===== src/rtl/path_sensor_filter.sv =====
// Line-sensor conditioning: 2-flop synchroniser, per-channel debounce,
// pattern-change strobe and lost-track detection for the line-tracing path.
module path_sensor_filter #(
  parameter int unsigned DEBOUNCE_CYCLES = 50000,
  parameter int unsigned DB_W            = 16,
  parameter int unsigned LOST_CYCLES     = 25000000,
  parameter int unsigned LOST_W          = 25
) (
  input  logic       clk,
  input  logic       rst,
  input  logic [3:0] sensor_raw,
  output logic [3:0] PathDectSignal,
  output logic       path_changed,
  output logic       track_lost
);

  localparam int unsigned NUM_CH = 4;
  localparam logic [DB_W-1:0]   DB_MAX   = DB_W'(DEBOUNCE_CYCLES - 1);
  localparam logic [LOST_W-1:0] LOST_MAX = LOST_W'(LOST_CYCLES - 1);
  localparam logic [3:0]        NO_LINE  = 4'b1111;

  logic [NUM_CH-1:0]           s1;
  logic [NUM_CH-1:0]           s2;
  logic [NUM_CH-1:0][DB_W-1:0] db_cnt;
  logic [NUM_CH-1:0][DB_W-1:0] db_cnt_nxt;
  logic [NUM_CH-1:0]           path_nxt;
  logic [LOST_W-1:0]           lost_cnt;
  logic [LOST_W-1:0]           lost_cnt_nxt;
  logic                        track_lost_nxt;

  // Per-channel debounce: a level is accepted only after DEBOUNCE_CYCLES
  // consecutive cycles of disagreement with the current accepted level.
  always_comb begin
    db_cnt_nxt = db_cnt;
    path_nxt   = PathDectSignal;
    for (int i = 0; i < NUM_CH; i++) begin
      if (s2[i] == PathDectSignal[i]) begin
        db_cnt_nxt[i] = '0;
      end else if (db_cnt[i] == DB_MAX) begin
        db_cnt_nxt[i] = '0;
        path_nxt[i]   = s2[i];
      end else begin
        db_cnt_nxt[i] = db_cnt[i] + DB_W'(1);
      end
    end
  end

  // Lost-track timer runs on the registered pattern and saturates.
  always_comb begin
    lost_cnt_nxt   = lost_cnt;
    track_lost_nxt = track_lost;
    if (PathDectSignal == NO_LINE) begin
      if (lost_cnt == LOST_MAX) begin
        track_lost_nxt = 1'b1;
      end else begin
        lost_cnt_nxt = lost_cnt + LOST_W'(1);
      end
    end else begin
      lost_cnt_nxt   = '0;
      track_lost_nxt = 1'b0;
    end
  end

  always_ff @(posedge clk) begin
    if (rst) begin
      s1             <= '1;
      s2             <= '1;
      db_cnt         <= '0;
      PathDectSignal <= NO_LINE;
      path_changed   <= 1'b0;
      lost_cnt       <= '0;
      track_lost     <= 1'b0;
    end else begin
      s1             <= sensor_raw;
      s2             <= s1;
      db_cnt         <= db_cnt_nxt;
      PathDectSignal <= path_nxt;
      path_changed   <= (path_nxt != PathDectSignal);
      lost_cnt       <= lost_cnt_nxt;
      track_lost     <= track_lost_nxt;
    end
  end

endmodule


===== config.mk =====
export PLATFORM = sky130hd
export DESIGN_NAME = path_sensor_filter
export DESIGN_NICKNAME = d
export VERILOG_FILES = /design/src/rtl/path_sensor_filter.sv
export SDC_FILE = /design/constraint.sdc
export NUM_CORES = 1
export LEC_CHECK = 0
export CORE_UTILIZATION = 55
export CTS_CLUSTER_SIZE = 25
export DETAILED_ROUTE_END_ITERATION = 10
export HOLD_SLACK_MARGIN = 0.1
export PLACE_DENSITY = 0.75
export SYNTH_ARGS = -nofsm -noshare
export SYNTH_HDL_FRONTEND = slang
export SYNTH_SLANG_ARGS = --single-unit

===== constraint.sdc =====
create_clock -name clk -period 1.93 [get_ports clk]
set_clock_uncertainty 0.15 [all_clocks]
set_input_delay 0.2895 -clock clk [delete_from_list [all_inputs] [get_ports clk]]
set_output_delay 0.2895 -clock clk [all_outputs]
set_load 0.01 [all_outputs]

==> flow_metrics.py <==
metrics = {
    "run_status": {
        "status": "finished, final reports clean",
    },
    "clock_network": {
        "numCtsBuffers": 9,
        "htreeDepth": 3,
        "cts_hold_buf": 0,
        "clock-sinks": 103,
        "clk_pin_slew_ns": 0.10,
        "cts_root_buf": "clkbuf_8",
        "clkLatencyLatePin_ns": 0.37,
        "tritoncts": "built",
        "cts_buffer_depth": 2,
    },
    "run": {
        "max_cap_violations": 0,
    },
    "die": {
        "start_util_pct": 56.6,
        "core_area_sq_um": 7730,
        "die_h_um": 91.2,
        "dieWidth_um": 91.2,
        "row_count": 32,
        "ios": 12,
        "die_area_sq_um": 8320,
    },
    "min_path": {
        "hold_depth": 1,
        "worstHoldPathType": "flip-flop to flip-flop",
        "holdPathEnd": "s2[2]",
        "hold_path_startpoint": "s1[2]",
    },
    "detailed_routing": {
        "postRouteAntennaNets": 0,
        "routed_wl_um": 7800,
        "wl_per_cell_um": 12.3,
        "vias_per_cell": 5.25,
        "dr.pass1.iters": 6,
        "drt_iter0_drc": 72,
        "drc": 0,
        "vias": 3336,
    },
    "grt": {
        "grtUsageTotal_pct": 20.1,
        "grt_pass1_wl_um": 13500,
        "grt_start_max_net_pins": 25,
        "antenna_found_initial": 0,
        "overflow": 0,
        "grt_pass1_vias": 3222,
    },
    "finish": {
        "n_antenna_cell": 0,
        "area_growth_pct": 15.8,
        "fin_area_sq_um": 5060,
        "fin_nets": 540,
        "layout-drive-gt1-share_pct": 14.0,
        "register_area_sq_um": 2070,
        "final.fill_count": 644,
        "multiInputGateArea_sq_um": 2250,
    },
    "setup_path": {
        "worstSetupPathType": "flip-flop to flip-flop",
        "r2r_end": "lost_cnt[18]",
        "critPathSlowestCell": "or4_4",
        "crit_path_end_kind": "flip-flop",
        "cp_cell_sequence": "or4_4 > nor4_4 > buf_6 > nand2_4 > a31o_1 > a21oi_2",
        "arrival_ns": 2.05,
        "critPathMaxFanout": 7,
        "r2r.worst_path.cells": 6,
        "critPathRequiredTime_ns": 2.08,
        "cp-start-kind": "flip-flop",
        "r2r_start": "lost_cnt[8]",
        "max_stage_delay_ns": 0.54,
        "rrSetupSlack_ns": 0.03,
    },
    "synthesis": {
        "synth_ff_type": "dfxtp_1",
        "ys_types": 41,
        "synth_edf_count": 0,
        "synth-async-reset-ratio_pct": 0,
        "netlist_area_sq_um": 4380,
        "syn-mean-instance-area_sq_um": 9.02,
        "yosys_register_bits": 103,
        "syn_inst": 485,
        "yosys_warnings": 0,
        "synthesis.nets": 496,
        "synth-seq-area-share_pct": 47.1,
    },
    "power": {
        "p_per_area_nw_per_um2": 734,
        "peakVddDrop_mv": 0.495,
        "total_power_mw": 3.72,
        "p_leak_nw": 1.85,
    },
    "sta": {
        "finalSetupViolCount": 0,
        "rsz0062_at_grt": "true",
        "fmax_mhz": 527,
        "slew_headroom_pct": 75.0,
        "worst_pin_slew_ns": 0.373,
        "slew_violations": 0,
        "final_hold_viol_count": 0,
        "period_minus_slack_ns": 1.90,
        "fin_crit_sh_pct": 98.4,
    },
    "place": {
        "place_congestion": 0.780,
        "place_area_sq_um": 4800,
        "numPortBuffers": 11,
        "dp_hpwl_um": 5430,
    },
}
-- how the worst max path moves through the flow --
stage	depth (start not counted)	start	end
6_report	6	lost_cnt[8]	lost_cnt[18]
5_1_grt	6	lost_cnt[8]	lost_cnt[18]
4_1_cts	6	lost_cnt[6]	lost_cnt[18]
3_5_place_dp	6	lost_cnt[6]	lost_cnt[2]
3_3_place_gp	6	lost_cnt[6]	lost_cnt[2]
2_1_floorplan	5	lost_cnt[6]	lost_cnt[2]
-- final cells by class --
class / instances / share of cell area [%]
flip-flops and latches: 103 / 40.9
repair buffers: 43 / 6.99
well taps: 102 / 2.52
clock inverters: 6 / 1.80
clock buffers: 10 / 2.52
inverters: 12 / 0.889
multi-input cells: 360 / 44.4
-- cell usage after synthesis, types with 7 or more instances --
cell type  instances  share of area (%)
clkbuf_1           8               0.69
inv_1             12                1.0
nor2_1            98                8.4
nand3_1           23                2.6
or2_2              8                1.1
and3_1            17                2.4
nor3_1            10                1.1
xor2_1            45                9.0
nand2_1           34                2.9
nand4_1           25                3.6
xnor2_1           34                6.8
a21oi_1           10                1.1
dfxtp_1          103                 47
and4_1             7                1.4
-- cell usage in the layout, fill, tap and decap left out, drive strengths merged, types with 2 or more instances in the layout --
cell | netlist | routed
dfxtp | 103 | 103
nand3 | 23 | 23
o21ai | 4 | 4
nor2 | 98 | 98
or2 | 8 | 8
nor3 | 10 | 10
bufinv | 0 | 2
a21oi | 11 | 11
xor2 | 45 | 45
xnor2 | 34 | 34
nand4 | 25 | 25
or4b | 2 | 2
a211o | 3 | 3
nand2b | 3 | 3
nor4 | 4 | 4
or3 | 4 | 4
and4 | 8 | 8
buf | 2 | 32
nand2 | 35 | 35
o22a | 2 | 2
and3 | 19 | 19
nor4b | 5 | 5
clkbuf | 8 | 10
inv | 12 | 15
clkdlybuf4s50 | 0 | 11
nor4bb | 3 | 3
ha | 5 | 5
-- logic make-up (layout without fill, tap and decap cells) --
kind of cell / count (synthesis) / in the layout / synth area share, %
muxes: 1 / 1 / 0.229
adders and majority gates: 5 / 5 / 1.43
xor gates and xnor gates: 79 / 79 / 15.8
buffers and inverters: 22 / 71 / 2.09
DFF: 103 / 103 / 47.1
AOI/OAI and AO/OA: 22 / 22 / 3.17
and+or+nand+nor: 253 / 253 / 30.1
-- power breakdown --
| group | internal (mW) | leakage [nW] | switching, mW |
|---|---|---|---|
| clock | 0.743 | 0.112 | 0.747 |
| sequential | 2.14 | 0.835 | 0.00985 |
| combinational | 0.0382 | 0.899 | 0.0390 |
-- layer usage --
metal,GRT usage (%),share of wire (%)
met1,23.2,46
met3,4.94,3.3
met4,7.28,1.4
met5,0,0
met2,36.0,50
-- per-stage QoR --
stage	hold slack [ns]	instances	setup slack (ns)	utilization, %	TNS (ns)
3_5_place_dp	0.249	618	0.0189	62.1	0
5_1_grt	0.287	636	-0.0126	65.5	-0.0311
6_report	0.269	636	0.0314	65.5	0
3_3_place_gp	0.243	618	0.0767	62.1	0
4_1_cts	0.275	634	0.00921	65.0	0
2_1_floorplan	0.239	485	0.00580	-	0
-- flip-flops by register name (all words and copies together), names as in the netlist --
register / cells
s2: 4
path_changed: 1
s1: 4
track_lost: 1
lost_cnt: 25
db_cnt: 64
PathDectSignal: 4
-- repair_timing --
item / in CTS / in global routing
gates resized for setup: 0 / 11
endpoints found under the setup margin: 0 / 16
setup buffers: 0 / 2
-- worst max-delay path, delay by kind of cell, from the launching register on --
kind | cells | cell delay [ns]
simple gates | 3 | 0.89
flops | 1 | 0.33
buf+inv | 1 | 0.17
compound gates | 2 | 0.29
Note: power is estimated with default switching activity, not from simulation.
